### src/rtl/fifo_wr_arbiter.sv
// fifo_wr_arbiter: round-robin burst arbiter sharing one FIFO write port among 4 requesters
module fifo_wr_arbiter #(
    parameter int FIFO_WIDTH = 16,
    parameter int BURST_LEN  = 8
) (
    input  logic                  clk,
    input  logic                  rst,
    input  logic [3:0]            req,
    input  logic [FIFO_WIDTH-1:0] data0,
    input  logic [FIFO_WIDTH-1:0] data1,
    input  logic [FIFO_WIDTH-1:0] data2,
    input  logic [FIFO_WIDTH-1:0] data3,
    input  logic                  full,
    output logic [3:0]            ack,
    output logic [FIFO_WIDTH-1:0] fifo_din,
    output logic                  fifo_wen,
    output logic                  busy,
    output logic [1:0]            cur_id
);
    localparam int CW = $clog2(BURST_LEN) + 1;
    logic [3:0]    gnt, gnt_nxt;
    logic [CW-1:0] cnt, cnt_nxt;
    logic [1:0]    last, last_nxt;
    logic          rel;

    // first set bit of r scanning s, s+1, ... (mod 4); zero when nothing requests
    function automatic logic [3:0] pick(input logic [3:0] r, input logic [1:0] s);
        logic [3:0] o;
        logic [1:0] k;
        o = '0;
        for (int i = 3; i >= 0; i--) begin
            k = s + 2'(i);
            if (r[k]) o = 4'b0001 << k;
        end
        return o;
    endfunction

    assign ack      = gnt & req & {4{~full & ~rst}};
    assign fifo_wen = |ack;
    assign busy     = |gnt;
    assign cur_id   = {gnt[3] | gnt[2], gnt[3] | gnt[1]};
    assign fifo_din = ({FIFO_WIDTH{gnt[0]}} & data0) | ({FIFO_WIDTH{gnt[1]}} & data1)
                    | ({FIFO_WIDTH{gnt[2]}} & data2) | ({FIFO_WIDTH{gnt[3]}} & data3);
    assign rel      = busy & ((ack[cur_id] & (cnt == CW'(BURST_LEN - 1))) | ~req[cur_id]);

    always_comb begin
        gnt_nxt  = gnt;
        cnt_nxt  = cnt;
        last_nxt = last;
        if (!busy) begin
            gnt_nxt = pick(req, last + 2'd1);
            cnt_nxt = '0;
        end else if (rel) begin
            gnt_nxt  = pick(req, cur_id + 2'd1);
            cnt_nxt  = '0;
            last_nxt = cur_id;
        end else if (ack[cur_id]) begin
            cnt_nxt = cnt + CW'(1);
        end
    end

    always_ff @(posedge clk) begin
        if (rst) begin
            gnt  <= '0;
            cnt  <= '0;
            last <= 2'd3;
        end else begin
            gnt  <= gnt_nxt;
            cnt  <= cnt_nxt;
            last <= last_nxt;
        end
    end
endmodule
### config.mk
export PLATFORM = sky130hd
export DESIGN_NAME = fifo_wr_arbiter
export DESIGN_NICKNAME = d
export VERILOG_FILES = /design/src/rtl/fifo_wr_arbiter.sv
export SDC_FILE = /design/constraint.sdc
export NUM_CORES = 1
export LEC_CHECK = 0
export CORE_AREA = 2 2 57 80
export DETAILED_ROUTE_END_ITERATION = 6
export DIE_AREA = 0 0 59 82
export GPL_ROUTABILITY_DRIVEN = 1
export PLACE_DENSITY = 0.85
export SLEW_MARGIN = 10
export SYNTH_ARGS = -nofsm -noshare
export SYNTH_HDL_FRONTEND = slang
export SYNTH_SLANG_ARGS = --single-unit
### constraint.sdc
create_clock -name clk -period 5.6 [get_ports clk]
set_input_delay 0.56 -clock clk [delete_from_list [all_inputs] [get_ports clk]]
set_output_delay 0.56 -clock clk [all_outputs]
set_load 0.01 [all_outputs]
Word level (Yosys, flattened, before mapping). Cells that the tools add are included.

Add/subtract/negate cells: 9. Multipliers: 0. Divide/modulo/power cells: 0. $lt $le $gt $ge: 9. Equal/unequal tests: 2. Shift-type cells: 8. Mux-type cells: 30. Bitwise gates (word level): 19. Reduce and logical (&&, ||, !) cells: 4.

Operators by type and width (number): $and 16x16->16 (4); $or 16x16->16 (3); $mux 4 (10); $shl 1x2->4 const A (8); $lt 2x3->1 const B (9); $bmux 1 s2 (10); $mux 1 (10); $add 2x1->2 const B (4); $add 2x2->2 const B (4); $and 4x4->4 (2); $reduce_or 4->1 (2); $add 4x1->4 const B (1); $eq 4x3->1 const B (1); $not 1->1 (4); $and 1x1->1 (3); $or 1x1->1 (3); $reduce_or 3->1 (1); $ne 2x1->1 const B (1); $reduce_and 2->1 (1).

Bits in registers: 10. Bits in latches: 0. Memory bits (writable): 0. Memory bits (read-only): 0. Input port bits: 71. Output and inout bits: 24. Logic and storage cells: 84. Memories kept: 0.

Depth between registers and ports, before layout. Gate-level depths: netlist of the first run.

Depth after elaboration: 11. Mapped depth: 9. Depth with buffers taken out: 9.

Worst setup path after synthesis of the first run. Ideal clock, no wire load.

Path kind: register to register. Start: register last[0]. End: register gnt[3]. Setup time: 0.133 ns. Data arrival time: 2.348 ns. Required time: 5.467 ns. Path slack: 3.119 ns. Stages on the path, launching flop included: 10. Buffers on the path: 1. Period minus slack after synthesis: 2.481 ns. Cells stage by stage: dfxtp_1 > buf_2 > inv_1 > ha_1 > mux2_2 > mux2_2 > a221oi_1 > nor3_1 > nor4_1 > nor3_1.

Longest elaborated chain between the ends: 9. Elaborated cells between the ends (all ways): 21. Those cells by class: add/sub: 4; shift: 4; mux: 13.

Ends and longest elaborated chain: from (decl) (line 23) `logic [1:0] last, last_nxt;`; from (signal assigned) (line 70) `last <= last_nxt;`; $add 2x1->2 * (line 51) `gnt_nxt = pick(req, last + 2'd1);`; $add 2x2->2 (line 32) `k = s + 2'(i);`; $bmux 1 s2 (line 33) `if (r[k]) o = 4'b0001 << k;`; $mux 1 (not written as such) (line 33); $mux 4 (3 in series) (line 33); $mux 4 * (line 33); $mux 4 * (line 50) `if (!busy) begin`; to (signal assigned) (line 68) `gnt <= gnt_nxt;`; to (decl) (line 21) `logic [3:0] gnt, gnt_nxt;`.

Every way passes the cells marked *; elsewhere a longest branch is shown, timed or not. The select of a mux whose other input is x is not followed. A chain may end at the register's enable or synchronous reset.

Final worst setup path of the first run.
Start: input rst. End: output fifo_wen.

Longest elaborated chain between the ends: 4.

Ends and longest elaborated chain: from (decl) (line 7) `input logic rst,`; $not 1->1 (line 38) `assign ack = gnt & req & {4{~full & ~rst}};`; $and 1x1->1 (line 38); $and 4x4->4 (line 38); $reduce_or 4->1 (line 39) `assign fifo_wen = |ack;`; to (decl) (line 16) `output logic fifo_wen,`.

No other way between the ends.

==> results of run 1 <==
## cell usage in the layout (no fill, tap or decap), types with 3 or more instances in the layout
cell type	netlist	layout
clkdlybuf4s50_1	0	94
a22oi_1	32	32
nand2_1	32	32
nor2_1	20	20
ha_1	17	17
inv_1	11	11
dfxtp_1	10	10
mux2i_1	7	7
nor3_1	6	6
mux2_2	6	6
nand3_1	6	6
o21ai_0	5	5
mux4_2	4	4
clkbuf_8	0	4
a21oi_1	3	3
a311oi_1	3	3
## worst max-delay path by stage
stage / from / endpoint / slack [ps] / cells after the start
global placement: rst / fifo_wen / 2370 / 4
finish: rst / fifo_wen / 2330 / 4
floorplan: last[0] / gnt[3] / 3120 / 9
CTS: rst / fifo_wen / 2350 / 4
global route: rst / fifo_wen / 2260 / 4
detailed placement: rst / fifo_wen / 2360 / 4
## logic make-up after synthesis
logic type	count (synthesis)	synth area share (%)
buffers and inverters	24	5.70
and+or+nand+nor	78	22.4
adders and majority gates	17	12.4
xor gates and xnor gates	3	1.54
AOI/OAI and AO/OA	68	33.0
muxes	17	13.3
DFF	10	11.7
## critical path, delay by kind of cell
| family | cells | cell delay (ps) |
|---|---|---|
| buf+inv | 2 | 1330 |
| simple gates | 2 | 820 |
## area by class of cell
type | count | area (µm²) | area share [%]
timing repair buffer | 94 | 941 | 34.7
tap | 45 | 56.3 | 2.07
clock buffer | 4 | 55.1 | 2.03
multi-input combinational | 183 | 1410 | 52.1
inverter | 13 | 48.8 | 1.80
sequential | 10 | 200 | 7.37
## power groups by stage
stage	logic (W)	registers (W)	clock network, W
after global placement	0.000912	0.000185	0
after detailed placement	0.000923	0.000187	0
final	0.000932	0.000185	0.0000899
after floorplan	0.000680	0.000108	0
after global routing	0.00103	0.000192	0.0000945
after CTS	0.000928	0.000185	0.0000908
## flip-flops by register name, indices dropped and copies added, names as in the netlist
signal and cells:
last 2, cnt 4, gnt 4
## stage by stage
stage	setup slack, ps	util (%)	hold slack (ps)
floorplan	3120	-	480
global placement	2370	64.3	500
detailed placement	2360	64.3	528
CTS	2350	65.7	544
global route	2260	65.7	582
finish	2330	65.7	534
## routing by layer
layer	vias up	global-route usage [%]	part of all wire [%]
met3	19	5.67	10
li1	1001	-	-
met2	104	42.2	52
met1	970	24.2	35
met5	-	0	0
met4	0	10.7	3.8
==> out/qor.yml, run 1 <==
path_cells: "clkdlybuf4s50_1, and4bb_2, or4_1, clkdlybuf4s50_1"
status: "complete, no violations"
yosysUniqueCellTypes: 49
yosys_warnings: 0
grt_start_max_net_pins: 22
drt-initial-drc-count: 146
clk_path_buf_depth: 2
setup_viol: 0
maxCapViolCount: 0
wire_per_inst_um: 16.6
antenna_left: 0
drc: 0
hp-class: "reg2reg"
min_from: "cnt[2]"
irDropWorstVdd_v: 0.000253
fin_crit_sh_pct: 58.4
hold-path-endpoint: "cnt[2]"
synth_cells: 217
fill_cells: 351
worstSkewPairLatency_ps: 240
r2r_start: "last[0]"
critical_path_arrival_ps: 2710
slowest_stage: "clkdlybuf4s50_1"
port_buffers: 94
synth_edf_count: 0
root_buffer: "clkbuf_8"
finalCriticalPeriod_ps: 3270
power_w: 0.00121
placed_cell_area_mm2: 0.00266
drive_above_1_share_pct: 9.54
clock_skew_ps: 3.20
rsz0062_at_grt: "no"
rrSetupSlack_ps: 2610
vias: 2094
postLayoutCellArea_mm2: 0.00272
worstRegToRegCells: 8
dominantRegCellSynth: "dfxtp_1"
grt.total_usage_pct: 23.1
async_flop_share_pct: 0
swShare_pct: 48.8
viasPerCell: 6.00
finalHoldViolations: 0
dp_hpwl_mm: 4.66
whs_path_depth: 2
yosysTopAreaCellShare_pct: 14.0
antenna_found_initial: 0
gr-total-overflow: 0
cts_resized: 0
ctsHoldBuffers: 0
p_per_area_mw_per_mm2: 444
cp-end-kind: "output port"
initial_utilization_pct: 41.4
synth_seq_area_share_pct: 11.7
cts_inserted_buffers: 3
dp_cells: 345
core_mm2: 0.00413
relSlewSlack_pct: 35.7
htreeDepth: 1
fmax_mhz: 306
yosys-top-cells-area: "a22oi_1 14%, ha_1 12%, dfxtp_1 12%, nand2_1 7.0%, mux4_2 5.3%"
antenna_cells: 0
grt_pass1_vias: 1996
tightest_slew_ps: 963
cts_tree: "done"
dr.pass1.iters: 4
syn_area_mm2: 0.00171
synthesis.nets: 305
p_leak_nw: 1.09
nNetsFinal: 393
worst-path-max-fanout: 15
setup_tns_ps: 0
synth_seq_cells: 10
power_frac_comb_pct: 77.2
p_int_w: 0.000618
cts_setup_buffers: 0
cts.sinks: 10
r2r-end: "gnt[3]"
clockPowerShare_pct: 7.5
ios: 95
row_count: 28
synth_top_area_cell: "a22oi_1"
dieArea_mm2: 0.00484
netlist_top_cells_count: "32 x a22oi_1, 32 x nand2_1, 20 x nor2_1"
gp_congestion: 0.914
path_common_cell: "clkdlybuf4s50_1"
die_h_um: 82
stdcell_count: 349
syn2layout_area_growth_pct: 58.6
critical_path_class: "in2out"
switching_power_w: 0.000589
die_w_um: 59
grt_pass1_wl_mm: 8.90
startpoint_type: "primary input"
synth.avg_cell_area_um2: 7.89
routed_wl_mm: 5.81
max_stage_delay_ps: 840
slew_violations: 0
clk_pin_slew_worst_paths_ps: 50
pwr-share-seq_pct: 15.3
crit_required_ps: 5040
Power figures use the tool's default switching activity.
==> run 2: changes to the inputs <==
--- a/config.mk
+++ b/config.mk
@@ -5,11 +5,11 @@
 export SDC_FILE = /design/constraint.sdc
 export NUM_CORES = 1
 export LEC_CHECK = 0
-export CORE_AREA = 2 2 57 80
+export CORE_AREA = 2 2 62 87
 export DETAILED_ROUTE_END_ITERATION = 6
-export DIE_AREA = 0 0 59 82
+export DIE_AREA = 0 0 64 89
 export GPL_ROUTABILITY_DRIVEN = 1
-export PLACE_DENSITY = 0.85
+export PLACE_DENSITY = 0.76
 export SLEW_MARGIN = 10
 export SYNTH_ARGS = -nofsm -noshare
 export SYNTH_HDL_FRONTEND = slang
==> constraint.sdc (replaced) <==
create_clock -name clk -period 2.8 [get_ports clk]
set_input_delay 0.28 -clock clk [delete_from_list [all_inputs] [get_ports clk]]
set_output_delay 0.28 -clock clk [all_outputs]
set_load 0.01 [all_outputs]
==> run 2 against run 1 <==
Net effect: combinational power up 120%; sequential power up 28%; final cell count up 8.0%; critical endpoint is now gnt[3]; first-iteration DRC count is 23% lower; wire length grew 6.4%; setup slack worse by 2100 ps.
==> out/qor.yml, run 2 (synthesized netlist as in run 1, its figures left out) <==
layout_common_cells: "94 x clkdlybuf4s50_1, 32 x a22oi_1, 32 x nand2_1"
gr-total-overflow: 0
worst-path-max-fanout: 7
row_count: 30
cp-end-kind: "flip-flop"
mostFrequentLayoutCell: "clkdlybuf4s50_1"
cts_resized: 0
core_mm2: 0.00484
htreeDepth: 1
drive_above_1_share_pct: 12.1
min_from: "cnt[3]"
rsz0062_at_grt: "no"
relSlewSlack_pct: 64.6
initial_utilization_pct: 35.3
maxCapViolCount: 0
path_cells: "inv_1, ha_1, mux4_2, nand2b_1, a31o_1, nor3_1, nor4_1, nor3_1"
grt.total_usage_pct: 21.3
critical_path_class: "reg2reg"
cts.sinks: 10
drc: 0
die_w_um: 64
setup_tns_ps: 0
fmax_mhz: 393
syn2layout_area_growth_pct: 64.0
r2r-end: "gnt[3]"
tightest_slew_ps: 530
seq_area_um2: 200
fill_cells: 448
wire_per_inst_um: 16.4
ios: 95
dp_slack_ps: 306
drt-initial-drc-count: 112
port_buffers: 94
whs_path_depth: 2
multi_input_area_mm2: 0.00141
setup_ws_ps: 257
rrSetupSlack_ps: 260
max_stage_delay_ps: 600
setup_viol: 0
startpoint_type: "flip-flop"
clock_skew_ps: 6.53
cts_setup_buffers: 0
dr.pass1.iters: 4
critical_path_arrival_ps: 2710
ctsHoldBuffers: 0
hp-class: "reg2reg"
slew_violations: 0
antenna_left: 0
p_per_area_mw_per_mm2: 893
worst_path_dominant_cell_family: "simple AND/OR/NAND/NOR gates"
routed_wl_mm: 6.18
hold-path-endpoint: "cnt[3]"
r2r_start: "last[1]"
stdcell_count: 377
nNetsFinal: 402
path_common_cell: "nor3_1"
crit_required_ps: 2970
dieArea_mm2: 0.00570
p_leak_nw: 1.14
clk_pin_slew_worst_paths_ps: 60
cts_tree: "done"
dp_cells: 373
root_buffer: "clkbuf_8"
grt_start_max_net_pins: 20
viasPerCell: 5.65
die_h_um: 89
status: "complete, no violations"
dp_hpwl_mm: 5.02
fin_crit_sh_pct: 90.8
cp_num_buf_inv: 1
grt_pass1_vias: 2003
irDropWorstVdd_v: 0.000556
finalHoldViolations: 0
reg_top3: "cnt x4, gnt x4, last x2"
gp_congestion: 0.907
finalCriticalPeriod_ps: 2540
worstRegToRegCells: 8
antenna_found_initial: 0
cts_inserted_buffers: 3
worstSkewPairLatency_ps: 250
vias: 2129
antenna_cells: 0
grt_pass1_wl_mm: 9.60
clk_path_buf_depth: 2
slowest_stage: "mux4_2"
==> run 2: worst max path at each step <==
stage          cells past startpoint  endpoint  slack [ps]    start
6_report                           8    gnt[3]         260  last[1]
5_1_grt                            8    gnt[3]          70  last[1]
4_1_cts                            8    gnt[3]         290  last[1]
3_5_place_dp                       8    gnt[3]         310  last[1]
3_3_place_gp                       4  fifo_wen         340   req[3]
2_1_floorplan                      9    gnt[3]         320  last[0]
==> run 2: final cells by class <==
cell class,instances,share of cell area (%)
inverter,13,1.74
clock buffer,4,1.96
timing repair buffer,103,35.9
multi-input combinational,183,50.4
sequential,10,7.13
tap,64,2.85
==> run 2: where the power goes <==
part / leakage (nW) / switching (W) / internal [W]
sequential: 0.0820 / 0.0000568 / 0.000181
combinational: 1.03 / 0.00109 / 0.000983
clock: 0.0288 / 0.0000694 / 0.000124
==> run 2: worst min-delay path: stages (launching register included) <==
cell and delay, ps:
dfxtp_1 340, xor2_1 70, nor2_1 80
==> run 2: stage by stage <==
step                total power (W)  hold slack, ps  util [%]  area (µm²)
floorplan                   0.00157             480         -        1710
global placement            0.00227             497      56.8        2750
detailed placement          0.00231             514      56.8        2750
CTS                         0.00250             528      58.0        2810
global route                0.00270             549      58.0        2810
finish                      0.00251             521      58.0        2810
==> run 2: routing by layer <==
layer	routed length, µm	global-route usage, %	vias up	share of wire (%)
met3	576	4.66	15	9.3
met5	0	0	-	0
met4	147	9.49	0	2.4
li1	-	-	1018	-
met1	2230	22.6	972	36
met2	3220	40.2	124	52
==> run 3: changes to the inputs <==
--- a/config.mk
+++ b/config.mk
@@ -8,8 +8,8 @@
 export CORE_AREA = 2 2 62 87
 export DETAILED_ROUTE_END_ITERATION = 6
 export DIE_AREA = 0 0 64 89
-export GPL_ROUTABILITY_DRIVEN = 1
-export PLACE_DENSITY = 0.76
+export GPL_ROUTABILITY_DRIVEN = 0
+export PLACE_DENSITY = 0.75
 export SLEW_MARGIN = 10
 export SYNTH_ARGS = -nofsm -noshare
 export SYNTH_HDL_FRONTEND = slang
==> run 3 against run 2 <==
Net effect: hold slack lost 7.2 ps; critical path depth shrank 4; clock skew shrank 3.9 ps; global-route usage shrank 1.2 points; sequential power shrank 2%; sequential share of layout area grew 0.054 points; utilization shrank 0.44 points; total power shrank 2.1%; critical path type is now in2out.
==> out/qor.yml, run 3 (synthesized netlist as in run 1, its figures left out) <==
cp-end-kind: "output port"
r2r-end: "gnt[3]"
clock_skew_ps: 2.64
vias: 2088
mostFrequentLayoutCell: "clkdlybuf4s50_1"
tightest_slew_ps: 426
dieArea_mm2: 0.00570
cts_inserted_buffers: 3
whs_path_depth: 2
cts_setup_buffers: 0
gr-total-overflow: 0
die_h_um: 89
ios: 95
ctsHoldBuffers: 0
p_per_area_mw_per_mm2: 881
min_from: "cnt[3]"
critical_path_arrival_ps: 2210
grt_pass1_wl_mm: 9.21
die_w_um: 64
max_stage_delay_ps: 580
cts.sinks: 10
worstSkewPairLatency_ps: 250
finalCriticalPeriod_ps: 2490
routed_wl_mm: 5.99
viasPerCell: 5.57
grt.total_usage_pct: 20.1
rsz0062_at_grt: "no"
htreeDepth: 1
setup_viol: 0
drt-initial-drc-count: 113
fin_crit_sh_pct: 88.9
drive_above_1_share_pct: 11.6
slowest_stage: "clkdlybuf4s50_1"
cts_resized: 0
syn2layout_area_growth_pct: 62.7
status: "complete, no violations"
hp-class: "reg2reg"
setup_tns_ps: 0
row_count: 30
maxCapViolCount: 0
r2r_start: "last[1]"
worst-path-max-fanout: 9
fill_cells: 430
antenna_left: 0
initial_utilization_pct: 35.3
hold-path-endpoint: "cnt[3]"
antenna_found_initial: 0
antenna_cells: 0
root_buffer: "clkbuf_8"
grt_pass1_vias: 1917
path_cells: "clkdlybuf4s50_1, and4bb_2, or4_1, clkdlybuf4s50_1"
reg_top3: "cnt x4, gnt x4, last x2"
finalHoldViolations: 0
cts_tree: "done"
slew_violations: 0
layout_common_cells: "94 x clkdlybuf4s50_1, 32 x a22oi_1, 32 x nand2_1"
fmax_mhz: 402
p_leak_nw: 1.12
dp_hpwl_mm: 4.79
clk_pin_slew_worst_paths_ps: 50
rrSetupSlack_ps: 330
worst_path_dominant_cell_family: "buffers and inverters"
irDropWorstVdd_v: 0.000582
grt_start_max_net_pins: 20
startpoint_type: "primary input"
core_mm2: 0.00484
worstRegToRegCells: 8
hold_ws_ps: 514
drc: 0
critical_path_class: "in2out"
clk_path_buf_depth: 2
crit_required_ps: 2520
dr.pass1.iters: 6
wire_per_inst_um: 16.0
nNetsFinal: 401
relSlewSlack_pct: 71.6
port_buffers: 94
path_common_cell: "clkdlybuf4s50_1"
cp_num_buf_inv: 2
-- run 3: power by group --
part,switching (W),internal (W)
Clock,0.0000646,0.0000949
Sequential,0.0000517,0.000181
Combinational,0.00109,0.000974
-- run 3: metrics by stage --
step	setup slack (ps)	cells	area (µm²)	power (W)	util [%]
floorplan	319	217	1710	0.00157	-
global placement	343	372	2740	0.00227	56.7
detailed placement	317	372	2740	0.00228	56.7
CTS	321	375	2790	0.00245	57.5
global route	154	375	2790	0.00265	57.5
finish	310	375	2790	0.00245	57.5
-- run 3: how the worst max path moves through the flow --
| stage | from | end | cells after the start |
|---|---|---|---|
| after floorplan | last[0] | gnt[3] | 9 |
| after global placement | req[3] | fifo_wen | 4 |
| after detailed placement | req[3] | fifo_wen | 4 |
| after CTS | req[3] | fifo_wen | 4 |
| after global routing | last[1] | gnt[3] | 8 |
| final | req[3] | fifo_wen | 4 |
-- run 3: cell type report --
type,instances,area (µm²),area share (%)
clock buffers,3,41.3,1.48
inverters,13,48.8,1.75
multi-input cells,183,1410,50.8
flip-flops and latches,10,200,7.19
well taps,64,80.1,2.88
repair buffers,102,1000,35.9
-- run 3: worst reg2reg max path, delay by kind of cell, from the launching register on --
| kind | cells | cell delay (ps) |
|---|---|---|
| AOI/OAI and AO/OA | 1 | 260 |
| adders and majority gates | 1 | 400 |
| buffers and inverters | 1 | 120 |
| DFF | 1 | 410 |
| muxes | 2 | 700 |
| and+or+nand+nor | 3 | 460 |
-- run 3: layer usage --
layer	up-vias	routed length [µm]	global-route usage [%]
li1	1021	-	-
met1	966	2390	23.0
met2	94	3100	37.6
met3	7	436	3.40
met4	0	75	6.72
met5	-	0	0
